## src/rtl/serial_add_ctrl.sv

```systemverilog
// Bit-serial adder controller: adds two WIDTH-bit operands LSB first, one bit
// per clock, through a single one-bit full adder.  The result, carry-out and
// two's-complement overflow are registered and held until the next completion.
module serial_add_ctrl #(
    parameter int WIDTH = 8
) (
    input  logic             clk,
    input  logic             rst_n,
    input  logic             start,
    input  logic [WIDTH-1:0] a,
    input  logic [WIDTH-1:0] b,
    input  logic             cin,
    output logic             busy,
    output logic             done,
    output logic [WIDTH-1:0] sum,
    output logic             cout,
    output logic             ovf
);

    // Counter is wide enough to hold WIDTH, so it never wraps inside an operation
    localparam int CW = $clog2(WIDTH + 1);

    typedef enum logic [1:0] {
        IDLE,
        RUN,
        DONE
    } state_t;

    state_t           state_q, state_d;
    logic [WIDTH-1:0] opA_q, opA_d;
    logic [WIDTH-1:0] opB_q, opB_d;
    logic             carry_q, carry_d;
    logic [CW-1:0]    count_q, count_d;
    logic [WIDTH-1:0] shift_q, shift_d;
    logic [WIDTH-1:0] sum_q, sum_d;
    logic             cout_q, cout_d;
    logic             ovf_q, ovf_d;

    logic             bitX;
    logic             bitY;
    logic             sumBit;
    logic             carryNext;
    logic             lastBit;
    logic [WIDTH-1:0] shiftNext;

    // Single full-adder step on the current LSBs of the operand shift registers
    always_comb begin
        bitX      = opA_q[0];
        bitY      = opB_q[0];
        sumBit    = bitX ^ bitY ^ carry_q;
        carryNext = (bitX & bitY) | (carry_q & (bitX ^ bitY));
        lastBit   = (count_q == CW'(WIDTH - 1));
        shiftNext = shift_q >> 1;
        shiftNext[WIDTH-1] = sumBit;
    end

    // Next-state logic: accept in IDLE/DONE, shift one bit per cycle in RUN
    always_comb begin
        state_d = state_q;
        opA_d   = opA_q;
        opB_d   = opB_q;
        carry_d = carry_q;
        count_d = count_q;
        shift_d = shift_q;
        sum_d   = sum_q;
        cout_d  = cout_q;
        ovf_d   = ovf_q;

        case (state_q)
            IDLE, DONE: begin
                if (start) begin
                    opA_d   = a;
                    opB_d   = b;
                    carry_d = cin;
                    count_d = '0;
                    shift_d = '0;
                    state_d = RUN;
                end else begin
                    state_d = IDLE;
                end
            end
            RUN: begin
                opA_d   = opA_q >> 1;
                opB_d   = opB_q >> 1;
                carry_d = carryNext;
                shift_d = shiftNext;
                count_d = count_q + CW'(1);
                if (lastBit) begin
                    // carry_q is the carry into the MSB at this step
                    sum_d   = shiftNext;
                    cout_d  = carryNext;
                    ovf_d   = carry_q ^ carryNext;
                    state_d = DONE;
                end
            end
            default: begin
                state_d = IDLE;
            end
        endcase
    end

    // State registers with synchronous active-low reset taking priority over start
    always_ff @(posedge clk) begin
        if (!rst_n) begin
            state_q <= IDLE;
            opA_q   <= '0;
            opB_q   <= '0;
            carry_q <= 1'b0;
            count_q <= '0;
            shift_q <= '0;
            sum_q   <= '0;
            cout_q  <= 1'b0;
            ovf_q   <= 1'b0;
        end else begin
            state_q <= state_d;
            opA_q   <= opA_d;
            opB_q   <= opB_d;
            carry_q <= carry_d;
            count_q <= count_d;
            shift_q <= shift_d;
            sum_q   <= sum_d;
            cout_q  <= cout_d;
            ovf_q   <= ovf_d;
        end
    end

    assign busy = (state_q == RUN);
    assign done = (state_q == DONE);
    assign sum  = sum_q;
    assign cout = cout_q;
    assign ovf  = ovf_q;

endmodule

```

## config.mk

```make
export PLATFORM = sky130hd
export DESIGN_NAME = serial_add_ctrl
export DESIGN_NICKNAME = d
export VERILOG_FILES = /design/src/rtl/serial_add_ctrl.sv
export SDC_FILE = /design/constraint.sdc
export NUM_CORES = 1
export LEC_CHECK = 0
export CORE_MARGIN = 4
export CORE_UTILIZATION = 45
export DETAILED_ROUTE_END_ITERATION = 6
export PLACE_DENSITY = 0.74
export SKIP_CTS_REPAIR_TIMING = 1
export SLEW_MARGIN = 20
export SYNTH_ARGS = -nofsm -noshare
export SYNTH_HDL_FRONTEND = slang
export SYNTH_SLANG_ARGS = --single-unit
```

## constraint.sdc

```tcl
create_clock -name clk -period 1.4 [get_ports clk]
set_clock_uncertainty 0.2 [all_clocks]
set_input_delay 0.42 -clock clk [delete_from_list [all_inputs] [get_ports clk]]
set_output_delay 0.42 -clock clk [all_outputs]
set_load 0.1 [all_outputs]
```

==> flow_metrics.env, run 1 <==
export IMPL_postSynthCellCount=184
export IMPL_yosysWarnings=0
export IMPL_wl_per_cell_um=15.3
export IMPL_cts_tree="built"
export IMPL_grt_pass1_vias=1453
export IMPL_avgSynthCellArea_um2=9.02
export IMPL_synth_edf_count=0
export IMPL_clock_path_buffers=2
export IMPL_track_usage_pct=18.2
export IMPL_async_flop_share_pct=0
export IMPL_dp_slack_ns=-0.464
export IMPL_numPortBuffers=31
export IMPL_path_cells="and2b_2, buf_12"
export IMPL_hpwl_mm=2.69
export IMPL_num_fill_cells=238
export IMPL_power_density_nw_per_um2=1030
export IMPL_hp_class="flop to flop"
export IMPL_worstSkewPairLatency_ns=0.29
export IMPL_drv_slew=0
export IMPL_io_pins=32
export IMPL_initialDrtViolationCount=74
export IMPL_status="finished, violations left"
export IMPL_setup_ws_ns=-0.289
export IMPL_hold_violations=0
export IMPL_antenna_found_initial=0
export IMPL_p_leak_nw=0.914
export IMPL_synthFlopType="dfxtp_1"
export IMPL_start_kind="flop"
export IMPL_syn_nets=206
export IMPL_min_period_ns=1.69
export IMPL_violations="negative setup slack"
export IMPL_drt_wl_total_mm=4.19
export IMPL_worst_pin_slew_ns=0.288
export IMPL_ant_nets=0
export IMPL_htree_levels=2
export IMPL_crit_slowest_cell="dfxtp_4"
export IMPL_reg2reg_from="count_q[0]$_SDFFE_PN0P_"
export IMPL_finalHoldWorstSlack_ns=0.271
export IMPL_ys_ff_latch=40
export IMPL_die_h_um=68.7
export IMPL_path_max_fanout=5
export IMPL_post_route_period_util_pct=121
export IMPL_routed_via_density=5.51
export IMPL_diodes=0
export IMPL_ff2ff_path_depth=5
export IMPL_core_um2=3440
export IMPL_timing_critical_path_to="done"
export IMPL_nNetsFinal=250
export IMPL_critPathCaptureType="output port"
export IMPL_die_w_um=68.7
export IMPL_grt_overflow_total=0
export IMPL_areaGrowthSynthToFinish_pct=48.7
export IMPL_die_area_um2=4730
export IMPL_max_vdd_ir_drop_mv=0.815
export IMPL_critPathArrivalTime_ns=1.07
export IMPL_drc=0
export IMPL_synth_distinct_cells=27
export IMPL_r2r_end="sum[0]$_SDFFE_PN0P_"
export IMPL_cts_inserted_buffers=5
export IMPL_firstDrtPassIters=4
export IMPL_rrSetupSlack_ns=-0.05
export IMPL_maxCapViolCount=0
export IMPL_start_util_pct=48.2
export IMPL_root_buffer="clkbuf_8"
export IMPL_num_rows=21
export IMPL_crit_type="flop to output port"
export IMPL_synthesis_area_um2=1660
export IMPL_grt_first_pass_wirelength_mm=6.38
export IMPL_grt_start_max_net_pins=29
export IMPL_slew_headroom_pct=80.8
export IMPL_max_freq_ghz=0.592
export IMPL_clk_pin_slew_worst_paths_ns=0.08
export IMPL_rsz0062_at_grt="true"
export IMPL_seq_area_frac_synth_pct=48.2
export IMPL_vias=1516
export IMPL_finalSetupViolCount=46
export IMPL_max_stage_delay_ns=0.38
export IMPL_cp_startpoint="state_q[0]$_SDFFE_PN0P_"
export IMPL_cts_sinks=40
export IMPL_gp_congestion=0.745
export IMPL_drive_gt1_share_pct=29.3
export IMPL_cp_required_ns=0.78
worst min-delay path by stage:
stage	slack, ns	endpoint	depth (start not counted)	from
2_1_floorplan	0.23	sum[0]$_SDFFE_PN0P_	2	shift_q[1]$_SDFFE_PN0P_
3_3_place_gp	0.24	sum[0]$_SDFFE_PN0P_	2	shift_q[1]$_SDFFE_PN0P_
3_5_place_dp	0.26	shift_q[1]$_SDFFE_PN0P_	2	shift_q[1]$_SDFFE_PN0P_
4_1_cts	0.27	shift_q[1]$_SDFFE_PN0P_	2	shift_q[1]$_SDFFE_PN0P_
5_1_grt	0.30	opA_q[3]$_SDFFE_PN0P_	2	opA_q[3]$_SDFFE_PN0P_
6_report	0.27	shift_q[1]$_SDFFE_PN0P_	2	shift_q[1]$_SDFFE_PN0P_
registers in the layout, indices dropped and copies added, names as in the netlist:
| signal | count |
|---|---|
| carry_q | 1 |
| opA_q | 8 |
| cout | 1 |
| opB_q | 8 |
| shift_q | 7 |
| count_q | 4 |
| sum | 8 |
| state_q | 2 |
| ovf | 1 |
routing by layer:
| metal | track usage, % | up-vias | wire [um] |
|---|---|---|---|
| met2 | 30.8 | 48 | 2190 |
| met4 | 10.2 | 0 | 114 |
| li1 | - | 734 | - |
| met1 | 20.7 | 722 | 1650 |
| met5 | 0 | - | 0 |
| met3 | 4.70 | 12 | 236 |
synthesized netlist by cell type (all sizes together) (2+ instances only):
cell	count	share of area [%]
clkbuf	3	0.68
nand2	28	6.3
nand2b	4	1.5
inv	2	0.45
dfxtp	40	48
a21oi	29	9.0
a22oi	15	6.8
buf	12	5.0
nand3	27	8.1
and2b	2	0.90
mux2i	10	6.0
where the power goes:
| group | total, mW | leakage, nW | internal (mW) | switching [mW] |
|---|---|---|---|---|
| combinational | 0.347 | 0.520 | 0.169 | 0.178 |
| clock | 0.992 | 0.0614 | 0.583 | 0.409 |
| sequential | 1.21 | 0.333 | 1.18 | 0.0298 |
final cells by class:
cell class / count / area (um^2) / area share [%]
sequential: 40 / 823 / 33.4
multi-input combinational: 127 / 790 / 32.0
timing repair buffer: 52 / 664 / 26.9
clock buffer: 6 / 82.6 / 3.35
tap: 46 / 57.6 / 2.33
clock inverter: 2 / 38.8 / 1.57
inverter: 2 / 12.5 / 0.507
cell usage in the layout (no fill, tap or decap), types with 2 or more instances in the layout:
| cell type | count |
|---|---|
| nand2_1 | 28 |
| nand3_1 | 27 |
| a21oi_1 | 27 |
| dfxtp_1 | 26 |
| clkdlybuf4s50_1 | 19 |
| a22oi_1 | 15 |
| buf_12 | 15 |
| buf_4 | 15 |
| dfxtp_2 | 12 |
| mux2i_1 | 10 |
| clkbuf_8 | 6 |
| inv_4 | 2 |
| nand2b_1 | 2 |
| a21oi_2 | 2 |
| clkbuf_16 | 2 |
| dfxtp_4 | 2 |
cells by family (layout without fill, tap and decap cells):
| logic type | Yosys count | after routing | share of synthesized area, % |
|---|---|---|---|
| mux | 11 | 11 | 6.93 |
| compound gates | 47 | 47 | 17.3 |
| simple gates | 66 | 66 | 18.9 |
| buf+inv | 17 | 62 | 6.18 |
| fa+ha+maj | 2 | 2 | 1.96 |
| flops | 40 | 40 | 48.2 |
| xor+xnor | 1 | 1 | 0.528 |
stage by stage:
step	power [mW]	setup TNS [ns]	std cells	instance area, um^2	utilization, %
final	2.54	-4.06	275	2470	71.7
after global placement	1.53	-12.47	262	2250	65.3
after detailed placement	1.55	-13.30	262	2250	65.3
after CTS	2.53	-4.19	270	2370	68.8
after floorplan	1.43	-0.0904	184	1710	-
after global routing	2.64	-7.46	275	2470	71.7
worst max-delay path, delay by kind of cell, from the launching register on:
| family | cells | cell delay [ns] |
|---|---|---|
| buffers and inverters | 1 | 0.16 |
| DFF | 1 | 0.38 |
| and+or+nand+nor | 1 | 0.24 |
Note: power is estimated with default switching activity, not from simulation.
==> run 2: changes to the inputs <==
==> constraint.sdc (replaced) <==
create_clock -name clk -period 1.4 [get_ports clk]
set_clock_uncertainty 0.2 [all_clocks]
set_input_delay 0.21 -clock clk [delete_from_list [all_inputs] [get_ports clk]]
set_output_delay 0.21 -clock clk [all_outputs]
set_load 0.1 [all_outputs]
==> run 2 against run 1 <==
Effect of this change: the run still ends with negative setup slack left; core utilization is 0.58 points higher; sequential power hardly changed; worst hold slack worse by 0.012 ns; maximum frequency is 11% higher; design area is 0.81% higher; cell count stayed put; clock-buffer cell count stayed put; register-to-register slack hardly changed.
==> flow_metrics.env, run 2 (synthesis results as in run 1) <==
export IMPL_cp_startpoint="state_q[1]$_SDFFE_PN0P_"
export IMPL_cp_common_cell="buf_12"
export IMPL_htree_levels=2
export IMPL_start_kind="flop"
export IMPL_placed_cell_area_um2=2240
export IMPL_diodes=0
export IMPL_rrSetupSlack_ns=-0.05
export IMPL_cts_tree="built"
export IMPL_track_usage_pct=17.1
export IMPL_drive_gt1_share_pct=37.1
export IMPL_final_cell_mix="28 x nand2_1, 27 x nand3_1, 25 x dfxtp_1, 24 x a21oi_1, 19 x clkdlybuf4s50_1"
export IMPL_path_max_fanout=3
export IMPL_start_util_pct=48.2
export IMPL_p_leak_nw=0.896
export IMPL_max_vdd_ir_drop_mv=0.841
export IMPL_min_period_ns=1.52
export IMPL_crit_slowest_cell="dfxtp_2"
export IMPL_ant_nets=0
export IMPL_violations="negative setup slack"
export IMPL_die_area_um2=4730
export IMPL_power_density_nw_per_um2=959
export IMPL_ff2ff_path_depth=6
export IMPL_wl_per_cell_um=15.4
export IMPL_drt_wl_total_mm=4.24
export IMPL_die_h_um=68.7
export IMPL_die_w_um=68.7
export IMPL_areaGrowthSynthToFinish_pct=49.9
export IMPL_setup_ws_ns=-0.125
export IMPL_cp_required_ns=0.99
export IMPL_io_pins=32
export IMPL_drv_slew=0
export IMPL_finalSetupViolCount=14
export IMPL_dp_slack_ns=-0.254
export IMPL_post_route_period_util_pct=109
export IMPL_grt_start_max_net_pins=29
export IMPL_path_cells="nand2b_4, inv_4, buf_12, buf_12"
export IMPL_grt_first_pass_wirelength_mm=6.07
export IMPL_status="finished, violations left"
export IMPL_grt_pass1_vias=1441
export IMPL_rsz0062_at_grt="true"
export IMPL_max_freq_ghz=0.656
export IMPL_finalHoldWorstSlack_ns=0.259
export IMPL_antenna_found_initial=0
export IMPL_cts_inserted_buffers=5
export IMPL_clk_pin_slew_worst_paths_ns=0.08
export IMPL_nNetsFinal=250
export IMPL_hpwl_mm=2.54
export IMPL_firstDrtPassIters=5
export IMPL_vias=1505
export IMPL_routed_via_density=5.47
export IMPL_maxCapViolCount=0
export IMPL_fin_cells=275
export IMPL_grt_overflow_total=0
export IMPL_root_buffer="clkbuf_8"
export IMPL_finish_instance_area_um2=2490
export IMPL_critPathCaptureType="output port"
export IMPL_worst_pin_slew_ns=0.517
export IMPL_hp_class="flop to flop"
export IMPL_timing_critical_path_to="busy"
export IMPL_max_stage_delay_ns=0.33
export IMPL_final_common_cell="nand2_1"
export IMPL_initialDrtViolationCount=54
export IMPL_crit_type="flop to output port"
export IMPL_reg2reg_from="state_q[1]$_SDFFE_PN0P_"
export IMPL_core_um2=3440
export IMPL_dp_cells=262
export IMPL_worstSkewPairLatency_ns=0.29
export IMPL_gp_congestion=0.787
export IMPL_critPathArrivalTime_ns=1.11
export IMPL_clock_path_buffers=2
export IMPL_num_rows=21
export IMPL_slew_headroom_pct=65.5
export IMPL_hold_violations=0
export IMPL_p_total_mw=2.39
export IMPL_numPortBuffers=31
export IMPL_cts_sinks=40
export IMPL_drc=0
export IMPL_r2r_end="opA_q[4]$_SDFFE_PN0P_"
==> run 2: changes by cell type in the layout (fill, tap and decap cells not counted), sizes merged <==
cell    delta
and2       +1
bufinv     -1
clkbuf     -1
clkinv     +1
==> run 2: where the power goes <==
group	leakage, nW	internal (mW)	switching [mW]
logic	0.512	0.192	0.199
registers	0.333	1.18	0.0326
clock network	0.0510	0.393	0.391
total	0.896	1.76	0.622
==> run 2: critical path: cells and delay by family, from the launching register on <==
kind          cells  cell delay [ns]
buf+inv           3             0.34
flops             1             0.33
simple gates      1             0.15
==> run 2: area by class of cell <==
cell class	instances	area, um^2
sequential	40	822
multi-input combinational	128	876
inverter	2	10.0
tap	46	57.6
timing repair buffer	51	631
fill	242	953
clock buffer	6	82.6
clock inverter	2	10.0
==> run 2: how the worst min path moves through the flow <==
stage | startpoint | end | depth (start not counted)
3_3_place_gp | shift_q[1]$_SDFFE_PN0P_ | sum[0]$_SDFFE_PN0P_ | 2
5_1_grt | sum[0]$_SDFFE_PN0P_ | sum[0]$_SDFFE_PN0P_ | 2
2_1_floorplan | a[7] | opA_q[7]$_SDFFE_PN0P_ | 2
3_5_place_dp | shift_q[1]$_SDFFE_PN0P_ | sum[0]$_SDFFE_PN0P_ | 2
4_1_cts | shift_q[1]$_SDFFE_PN0P_ | sum[0]$_SDFFE_PN0P_ | 2
6_report | shift_q[1]$_SDFFE_PN0P_ | sum[0]$_SDFFE_PN0P_ | 2
==> run 2: metrics by stage <==
step                setup TNS, ns  utilization [%]
finish                     -0.585             72.3
global route                -1.79             72.3
CTS                        -0.835             67.8
detailed placement          -5.80             65.1
global placement            -4.67             65.1
floorplan                 -0.0209                -
==> run 2: layer usage <==
layer | vias to the layer above | GRT usage (%) | wire (um)
met4 | 0 | 8.76 | 118
li1 | 736 | - | -
met1 | 716 | 18.9 | 1730
met3 | 10 | 5.02 | 228
met2 | 43 | 29.6 | 2160
met5 | - | 0 | 0
